`config.mk`:
```
export PLATFORM = sky130hd
export DESIGN_NAME = slave_rd_sched_flat
export DESIGN_NICKNAME = d
export VERILOG_FILES = /design/src/rtl/slave_rd_sched_if.sv /design/src/rtl/slave_rd_sched.sv /design/src/flat_wrapper.sv
export SDC_FILE = /design/constraint.sdc
export NUM_CORES = 1
export LEC_CHECK = 0
export ABC_AREA = 1
export CAP_MARGIN = 15
export CORE_ASPECT_RATIO = 2
export CORE_MARGIN = 1.5
export CORE_UTILIZATION = 30
export DETAILED_ROUTE_END_ITERATION = 10
export HOLD_SLACK_MARGIN = 0.05
export SYNTH_ARGS = -nofsm -noshare
export SYNTH_HDL_FRONTEND = slang
export SYNTH_SLANG_ARGS = --single-unit
```
`constraint.sdc`:
```
create_clock -name clk -period 2.6 [get_ports clk]
set_input_delay 0.52 -clock clk [delete_from_list [all_inputs] [get_ports clk]]
set_output_delay 0.52 -clock clk [all_outputs]
set_load 0.05 [all_outputs]
```
`src/rtl/slave_rd_sched_if.sv`:
```
// Signal bundle between host-side readers, the read scheduler and the slave_device read port.
// The slave modport is the scheduler's view; master is the surrounding environment.
interface slave_rd_sched_if #(
  parameter int unsigned NREQ = 2,
  parameter int unsigned IDW  = 2
);
  logic [NREQ-1:0]    req;
  logic [NREQ*16-1:0] addr_i;
  logic [NREQ*8-1:0]  len_i;
  logic [NREQ-1:0]    gnt;
  logic               ram_rd_rq;
  logic [15:0]        rd_addr;
  logic [7:0]         data_i;
  logic [7:0]         rdata;
  logic               rvalid;
  logic [IDW-1:0]     rid;
  logic [NREQ-1:0]    done;
  logic               busy;

  modport slave (
    input  req, addr_i, len_i, data_i,
    output gnt, ram_rd_rq, rd_addr, rdata, rvalid, rid, done, busy
  );

  modport master (
    output req, addr_i, len_i, data_i,
    input  gnt, ram_rd_rq, rd_addr, rdata, rvalid, rid, done, busy
  );
endinterface

```
`src/rtl/slave_rd_sched.sv`:
```
// Round-robin burst read scheduler sharing the slave_device RAM read port between NREQ
// requesters; returns every byte tagged with its owner id.
module slave_rd_sched #(
  parameter int unsigned NREQ   = 2,
  parameter int unsigned RD_LAT = 1,
  parameter int unsigned IDW    = 2
) (
  input  logic         clk,
  input  logic         rst_l,
  slave_rd_sched_if.slave bus
);

  typedef enum logic [1:0] {StIdle, StIssue, StDrain} state_e;

  state_e          state_q;
  logic [NREQ-1:0] gnt_q;
  logic [NREQ-1:0] done_q;
  logic [IDW-1:0]  id_q;
  logic [IDW-1:0]  start_q;
  logic [15:0]     addr_q;
  logic [7:0]      cnt_q;
  logic            rq_q;
  logic            busy_q;
  logic            rvalid_q;
  logic [7:0]      rdata_q;
  logic [IDW-1:0]  rid_q;
  logic [2:0]      pend_q;

  logic            beat_ret;
  logic [2:0]      pend_nxt;
  logic [IDW-1:0]  pick;
  logic            found;
  logic [IDW-1:0]  nxt_start;
  logic            fin;

  // beat_ret marks the cycle in which data_i carries a byte for an earlier strobe
  if (RD_LAT == 0) begin : g_lat0
    assign beat_ret = rq_q;
  end else begin : g_latn
    logic [RD_LAT-1:0] pipe_q;
    always_ff @(posedge clk or negedge rst_l) begin
      if (!rst_l) begin
        pipe_q <= '0;
      end else begin
        pipe_q <= RD_LAT'({pipe_q, rq_q});
      end
    end
    assign beat_ret = pipe_q[RD_LAT-1];
  end

  // Beats strobed but not yet captured into rdata
  assign pend_nxt = pend_q + {2'b00, rq_q} - {2'b00, beat_ret};

  always_comb begin
    pick  = start_q;
    found = 1'b0;
    for (int unsigned i = 0; i < NREQ; i++) begin
      if (!found && bus.req[(32'(start_q) + i) % NREQ]) begin
        found = 1'b1;
        pick  = IDW'((32'(start_q) + i) % NREQ);
      end
    end
  end

  assign nxt_start = (32'(id_q) == NREQ - 1) ? '0 : id_q + 1'b1;

  // With zero latency the last beat is captured on the same edge that ends ISSUE
  assign fin = ((state_q == StIssue) && (cnt_q == 8'd1) && (pend_nxt == 3'd0)) ||
               ((state_q == StDrain) && (pend_nxt == 3'd0));

  always_ff @(posedge clk or negedge rst_l) begin
    if (!rst_l) begin
      state_q  <= StIdle;
      gnt_q    <= '0;
      done_q   <= '0;
      id_q     <= '0;
      start_q  <= '0;
      addr_q   <= '0;
      cnt_q    <= '0;
      rq_q     <= 1'b0;
      busy_q   <= 1'b0;
      rvalid_q <= 1'b0;
      rdata_q  <= '0;
      rid_q    <= '0;
      pend_q   <= '0;
    end else begin
      done_q   <= '0;
      rvalid_q <= beat_ret;
      pend_q   <= pend_nxt;
      if (beat_ret) begin
        rdata_q <= bus.data_i;
        rid_q   <= id_q;
      end
      if (fin) begin
        rq_q    <= 1'b0;
        done_q  <= gnt_q;
        gnt_q   <= '0;
        busy_q  <= 1'b0;
        start_q <= nxt_start;
        state_q <= StIdle;
      end else begin
        unique case (state_q)
          StIdle: begin
            if (found) begin
              id_q    <= pick;
              gnt_q   <= NREQ'(1) << pick;
              busy_q  <= 1'b1;
              addr_q  <= bus.addr_i[16*pick +: 16];
              cnt_q   <= bus.len_i[8*pick +: 8];
              rq_q    <= (bus.len_i[8*pick +: 8] != 8'd0);
              state_q <= StIssue;
            end
          end
          StIssue: begin
            if (cnt_q <= 8'd1) begin
              rq_q    <= 1'b0;
              state_q <= StDrain;
            end else begin
              cnt_q  <= cnt_q - 8'd1;
              addr_q <= addr_q + 16'd1;
            end
          end
          StDrain: begin
            state_q <= StDrain;
          end
          default: begin
            state_q <= StIdle;
          end
        endcase
      end
    end
  end

  assign bus.gnt       = gnt_q;
  assign bus.done      = done_q;
  assign bus.busy      = busy_q;
  assign bus.ram_rd_rq = rq_q;
  assign bus.rd_addr   = addr_q;
  assign bus.rdata     = rdata_q;
  assign bus.rvalid    = rvalid_q;
  assign bus.rid       = rid_q;

  a_gnt_onehot: assert property (@(posedge clk) disable iff (!rst_l) $onehot0(gnt_q));
  a_rq_in_issue: assert property (@(posedge clk) disable iff (!rst_l)
                                  rq_q |-> (state_q == StIssue));

endmodule

```
`src/flat_wrapper.sv`:
```
// flat-port wrapper written by rule: the top's interface ports become plain ports
module slave_rd_sched_flat 
#(
  parameter int unsigned NREQ   = 2,
  parameter int unsigned RD_LAT = 1,
  parameter int unsigned IDW    = 2
)
  (clk, rst_l, bus_req, bus_addr_i, bus_len_i, bus_data_i, bus_gnt, bus_ram_rd_rq, bus_rd_addr, bus_rdata, bus_rvalid, bus_rid, bus_done, bus_busy);
  slave_rd_sched_if #(.NREQ(NREQ), .IDW(IDW)) bus_i ();
  input  logic clk;
  input  logic rst_l;
  input wire logic [$bits(bus_i.req)-1:0] bus_req;
  input wire logic [$bits(bus_i.addr_i)-1:0] bus_addr_i;
  input wire logic [$bits(bus_i.len_i)-1:0] bus_len_i;
  input wire logic [$bits(bus_i.data_i)-1:0] bus_data_i;
  output wire logic [$bits(bus_i.gnt)-1:0] bus_gnt;
  output wire logic [$bits(bus_i.ram_rd_rq)-1:0] bus_ram_rd_rq;
  output wire logic [$bits(bus_i.rd_addr)-1:0] bus_rd_addr;
  output wire logic [$bits(bus_i.rdata)-1:0] bus_rdata;
  output wire logic [$bits(bus_i.rvalid)-1:0] bus_rvalid;
  output wire logic [$bits(bus_i.rid)-1:0] bus_rid;
  output wire logic [$bits(bus_i.done)-1:0] bus_done;
  output wire logic [$bits(bus_i.busy)-1:0] bus_busy;
  assign bus_i.req = bus_req;
  assign bus_i.addr_i = bus_addr_i;
  assign bus_i.len_i = bus_len_i;
  assign bus_i.data_i = bus_data_i;
  assign bus_gnt = bus_i.gnt;
  assign bus_ram_rd_rq = bus_i.ram_rd_rq;
  assign bus_rd_addr = bus_i.rd_addr;
  assign bus_rdata = bus_i.rdata;
  assign bus_rvalid = bus_i.rvalid;
  assign bus_rid = bus_i.rid;
  assign bus_done = bus_i.done;
  assign bus_busy = bus_i.busy;
  slave_rd_sched #(.NREQ(NREQ), .RD_LAT(RD_LAT), .IDW(IDW)) u_core (.clk(clk), .rst_l(rst_l), .bus(bus_i));
endmodule
```
After elaboration in Yosys (flattened, before gate mapping) --
Cells that the tools add are included.
Operators by class: equal/unequal tests 8, reduce and logical (&&, ||, !) cells 18, order comparisons 3, add/subtract/negate cells 6, shift operators 3, bitwise operators 1, muxes and demuxes 30
Operators with widths (number):
- $mux W16 | 2
- $pmux W16 S2 | 1
- $shiftx A32 B7 Y16 | 1
- $mux W2 | 10
- $add A16 B1 Y16 const B | 1
- $mux W8 | 2
- $pmux W8 S2 | 1
- $shiftx A16 B6 Y8 | 1
- $mux W1 | 12
- $eq A8 B1 Y1 const B | 1
- $le A8 B1 Y1 const B | 1
- $reduce_bool A8 Y1 | 1
- $sub A8 B1 Y8 const B | 1
- $pmux W2 S3 | 1
- $reduce_and A3 Y1 | 2
- $reduce_bool A2 Y1 | 3
- $eq A2 B1 Y1 const B | 2
- $logic_and A1 B1 Y1 | 4
- $lt A1 B2 Y1 const B | 2
- $reduce_and A2 Y1 | 2
- $reduce_and A4 Y1 | 1
- $add A3 B1 Y3 | 1
- $logic_not A3 Y1 | 1
- $ne A3 B1 Y1 const B | 1
- 14 further kinds | 14
Storage, ports and cells: output and inout bits 33, logic and storage cells 83, register bits after elaboration 51

Longest topological paths before layout --
depth in word-level cells 11, gate-level depth with buffers 16, gate-level depth less buffers 15

Worst setup path before layout --
OpenSTA, ideal clock, no wires.
path type reg2reg, start point register u_core.rq_q, in the netlist u_core.bus.ram_rd_rq, end point register u_core.id_q[0], clock period less this slack 2.667 ns, path slack -0.067 ns, arrival 2.549 ns, stages on the path, launching flop included 15, required time 2.482 ns, setup time 0.118 ns, path through dfrtp_1 inv_1 ha_1 inv_1 ha_1 inv_1 fa_1 inv_1 or2_1 nor2_1 nand2_2 o21ai_0 nand2_1 nand2_1 nand2_1
On the way: word-level cells in the longest chain between the ends 7, elaborated cells on any way between the ends 8, classes of those cells 2 x add/sub; 1 x bitwise; 5 x reduce/logical
RTL lines:
- from (decl) | line slave_rd_sched.sv:22 | logic rq_q;
- from (signal assigned) | line slave_rd_sched.sv:110 | rq_q <= (bus.len_i[8*pick +: 8] != 8'd0);
- $add A3 B1 Y3 * | line slave_rd_sched.sv:52 | assign pend_nxt = pend_q + {2'b00, rq_q} - {2'b00, beat_ret};
- $sub A3 B1 Y3 * | line slave_rd_sched.sv:52
- net u_core.pend_nxt[1] | line slave_rd_sched.sv:30 | logic [2:0] pend_nxt;
- $logic_not A3 Y1 * | line slave_rd_sched.sv:68, slave_rd_sched.sv:69
- $logic_and A1 B1 Y1 (on tied branches) | line slave_rd_sched.sv:68, slave_rd_sched.sv:69
- $logic_or A1 B1 Y1 * | line slave_rd_sched.sv:68 | assign fin = ((state_q == StIssue) && (cnt_q == 8'd1) && (pend_nxt == 3'd0)) ||
- $not A1 Y1 (no source line) *
- $reduce_and A3 Y1 (no source line) *
- to (signal assigned) | line slave_rd_sched.sv:105 | id_q <= pick;
- to (decl) | line slave_rd_sched.sv:18 | logic [IDW-1:0] id_q;
The timed path passes the listed nets; every way through them passes the cells marked *. A chain may end at the register's enable or synchronous reset.

Final worst setup path --
start point register u_core.rq_q, in the netlist u_core.bus.ram_rd_rq, end point register u_core.addr_q[6], in the netlist u_core.bus.rd_addr[6]
On the way: word-level cells in the longest chain between the ends 7, elaborated cells on any way between the ends 8, classes of those cells 2 x add/sub; 1 x bitwise; 5 x reduce/logical
RTL lines:
- $add A3 B1 Y3 * | line slave_rd_sched.sv:52
- $sub A3 B1 Y3 * | line slave_rd_sched.sv:52
- net u_core.pend_nxt[1] | line slave_rd_sched.sv:30
- $logic_not A3 Y1 * | line slave_rd_sched.sv:68, slave_rd_sched.sv:69
- $logic_and A1 B1 Y1 (on tied branches) | line slave_rd_sched.sv:68, slave_rd_sched.sv:69
- $logic_or A1 B1 Y1 * | line slave_rd_sched.sv:68
- $not A1 Y1 (no source line) *
- $reduce_and A4 Y1 (no source line) *
- to (signal assigned) | line slave_rd_sched.sv:108 | addr_q <= bus.addr_i[16*pick +: 16];
- to (signal assigned) | line slave_rd_sched.sv:120 | addr_q <= addr_q + 16'd1;
- to (decl) | line slave_rd_sched.sv:20 | logic [15:0] addr_q;
Marked as above.

==> impl_metrics.json <==
{
  "vias_in_the_first_global_route": 3436,
  "critical-path-max-stage-delay_ns": 0.47,
  "worstHoldPathType": "in2async",
  "grt_max_degree": 33,
  "max_slew_margin_pct": 54.3,
  "chipHeight_um": 152,
  "cp_common_cell": "sky130_fd_sc_hd__inv_1",
  "critical_path.startpoint": "u_core.bus.ram_rd_rq$_DFFE_PN0P_",
  "synth_edf_count": 0,
  "global_route.overflow_total": 0,
  "timing_worst_setup_path_type": "reg2reg",
  "num_antenna_cells": 0,
  "worst_ep_required_time_ns": 2.79,
  "timing.final.crit_period_ns": 2.46,
  "timing.critical_path.max_delay_family": "adder cells",
  "critical_path.startpoint_type": "flip-flop",
  "outcome": "completed",
  "clock_sink_total": 51,
  "core_area_um2": 10900,
  "drive_gt1_share_pct": 9.79,
  "final.setup_skew_ns": 0.0106,
  "slew_viol_final": 0,
  "route.vias.total": 3387,
  "viasPerCell": 4.76,
  "drt.antenna.violating_nets": 0,
  "syn_area_um2": 3330,
  "worst-r2r-setup-slack_ns": 0.14,
  "syn_inst": 472,
  "final.period_utilization_pct": 94.7,
  "core.rowCount": 54,
  "buffers_on_ports": 92,
  "tritoncts": "yes",
  "worstSetupEndpoint": "u_core.bus.rd_addr[6]$_DFFE_PN0P_",
  "cellPowerDensity_nw_per_um2": 1340,
  "dp_hpwl_um": 7760,
  "antenna_found_initial": 0,
  "cts-root-buf": "sky130_fd_sc_hd__clkbuf_16",
  "die_x_um": 77.5,
  "finalSetupTns_ns": 0,
  "synthesis.yosys.warnings": 0,
  "worst-r2r-cell-count": 15,
  "initial_core_util_pct": 30.6,
  "synth_seq_area_share_pct": 38.3,
  "timing.critical_path.buf_inv": 5,
  "placedInstanceArea_um2": 4420,
  "static-leakage-power_nw": 2.26,
  "cpMaxStageDelayCell": "sky130_fd_sc_hd__fa_1",
  "share_of_flip_flops_with_an_asynchronous_set_or_reset_pct": 100,
  "grt_first_pass_wirelength_um": 16500,
  "ctsLongestPathBuffers": 2,
  "htreeDepth": 2,
  "finalWeightedCongestion": 0.909,
  "clk_latency_ns": 0.30,
  "design_area_um2": 4600,
  "num_io_pins": 93,
  "unrepaired_setup_endpoints_after_global_routing": "true",
  "fmax_ghz": 0.406,
  "overall_routed_net_length_um": 10100,
  "iteration_0_drc_markers": 104,
  "synth-seq-cells": 51,
  "total_clock_buffers_created_by_cts": 5,
  "timing.critical_path.cells": "inv_1 -> ha_1 -> inv_1 -> ha_1 -> inv_1 -> fa_1 -> inv_1 -> or2_1 -> nor2_1 -> nand2_2 -> nand2_2 -> nor2_4 -> buf_12 -> nand2_1 -> nand2_1",
  "tightest_slew_ns": 0.685,
  "route.detailed.drc": 0,
  "launch_point_of_the_worst_reg_to_reg_path": "u_core.bus.ram_rd_rq$_DFFE_PN0P_",
  "synth_cell_type_count": 35,
  "vdd.ir_drop.worst_uv": 696,
  "setup_violations": 0,
  "yosys_most_used_dff": "sky130_fd_sc_hd__dfrtp_1",
  "report.final.hold_viol_count": 0,
  "die_ar_um2": 11800,
  "cts.hold.buffers_added": 0,
  "worst_r2r_endpoint": "u_core.bus.rd_addr[6]$_DFFE_PN0P_",
  "detailedRoute.firstPassIterationCount": 5,
  "finalPower_mw": 6.15,
  "grt_use_total_pct": 17.7,
  "syn2layout_area_growth_pct": 38.0,
  "endpoint_kind": "flip-flop",
  "cts.clk_slew.worst_paths_ns": 0.07,
  "cap_violations": 0,
  "syn_avg_cell_area_um2": 7.06,
  "worstSetupPathDepth": 15,
  "worst_endpoint_data_arrival_time_ns": 2.65,
  "timing.critical_path.fanout_max": 16,
  "wl_per_cell_um": 14.2,
  "synth.net_count": 541,
  "final_nets": 640
}
==> per-stage QoR <==
stage | hold WS, ns | util, % | setup WS, ns | cells
6_report | 0.258 | 42.3 | 0.138 | 712
5_1_grt | 0.305 | 42.3 | -0.0412 | 712
4_1_cts | 0.283 | 42.0 | 0.0873 | 710
3_5_place_dp | 0.460 | 40.6 | 0.0854 | 702
3_3_place_gp | 0.457 | 40.6 | 0.128 | 702
2_1_floorplan | 0.224 | - | 0.0750 | 472
==> synthesized netlist by cell type, types with 4 or more instances <==
cell type | instances | area share, %
sky130_fd_sc_hd__a21oi_1 | 8 | 1.2
sky130_fd_sc_hd__buf_2 | 5 | 0.75
sky130_fd_sc_hd__nor2_1 | 33 | 3.7
sky130_fd_sc_hd__xor2_1 | 6 | 1.6
sky130_fd_sc_hd__o21ai_2 | 9 | 2.4
sky130_fd_sc_hd__a21o_1 | 4 | 0.90
sky130_fd_sc_hd__ha_1 | 8 | 3.0
sky130_fd_sc_hd__nand3_1 | 42 | 6.3
sky130_fd_sc_hd__nand2_1 | 192 | 22
sky130_fd_sc_hd__nand2_2 | 8 | 1.5
sky130_fd_sc_hd__clkbuf_1 | 4 | 0.45
sky130_fd_sc_hd__dfrtp_1 | 51 | 38
sky130_fd_sc_hd__mux2_2 | 8 | 2.7
sky130_fd_sc_hd__inv_1 | 43 | 4.8
sky130_fd_sc_hd__o21ai_0 | 20 | 3.0
==> cells by family after synthesis <==
group           after synthesis  share of synthesized area (%)
buf+inv                      61                           8.33
compound gates               46                           8.41
flops                        51                           38.3
mux                           9                           3.00
simple gates                287                           36.0
fa+ha+maj                     9                           3.60
xor+xnor                      9                           2.36
==> where the power goes <==
group          leakage, nW  internal [mW]  switching, mW
clock network       0.0742          0.361          0.321
registers            0.627           1.18          0.322
logic                 1.56           1.40           2.57
total                 2.26           2.94           3.21
==> layout by cell type, fill, tap and decap left out, drive strengths merged, types with 2 or more instances in the layout <==
master,n
nand2,200
clkdlybuf4s50,91
dfrtp,51
inv,45
nand3,43
nor2,37
o21ai,31
buf,16
mux2,8
a21oi,8
ha,8
xor2,6
clkbuf,5
a21o,4
nand3b,3
xnor2,3
clkinv,3
nand4,2
o21bai,2
==> how the worst min path moves through the flow <==
stage | start | slack (ns) | depth (start not counted) | to
2_1_floorplan | rst_l | 0.22 | 0 | u_core.beat_ret$_DFF_PN0_
3_3_place_gp | u_core.id_q[0]$_DFFE_PN0P_ | 0.46 | 2 | u_core.id_q[0]$_DFFE_PN0P_
3_5_place_dp | u_core.id_q[0]$_DFFE_PN0P_ | 0.46 | 2 | u_core.id_q[0]$_DFFE_PN0P_
4_1_cts | rst_l | 0.28 | 1 | u_core.bus.rd_addr[14]$_DFFE_PN0P_
5_1_grt | rst_l | 0.30 | 1 | u_core.bus.rd_addr[14]$_DFFE_PN0P_
6_report | rst_l | 0.26 | 1 | u_core.bus.rd_addr[7]$_DFFE_PN0P_
==> what timing repair did <==
item	4_1_cts	5_1_grt
endpoints found under the hold margin	0	0
setup buffers	0	1
endpoints found under the setup margin	0	22
resized for setup	0	1
==> flip-flops by register name, indices dropped and copies added (netlist names) <==
name	count
u_core.id_q	2
u_core.bus.rd_addr	16
u_core.beat_ret	1
u_core.start_q	2
u_core.bus.busy	1
u_core.bus.ram_rd_rq	1
u_core.bus.rid	2
u_core.state_q	2
u_core.bus.rvalid	1
u_core.pend_q	3
u_core.bus.done	2
u_core.cnt_q	8
u_core.bus.gnt	2
u_core.bus.rdata	8
==> final cells by class <==
type	count	area, µm²
multi-input combinational	361	1790
tap	140	175
inverter	45	169
fill	1151	6280
timing repair buffer	107	1040
clock buffer	5	125
clock inverter	3	22.5
sequential	51	1280
==> metal layers <==
metal | vias to the layer above | track usage [%] | share of wire, %
li1 | 1676 | - | -
met1 | 1564 | 19.2 | 38
met2 | 131 | 33.3 | 55
met3 | 16 | 2.58 | 4.9
met4 | 0 | 7.27 | 2.5
met5 | - | 0 | 0
Power figures use the tool's default switching activity.
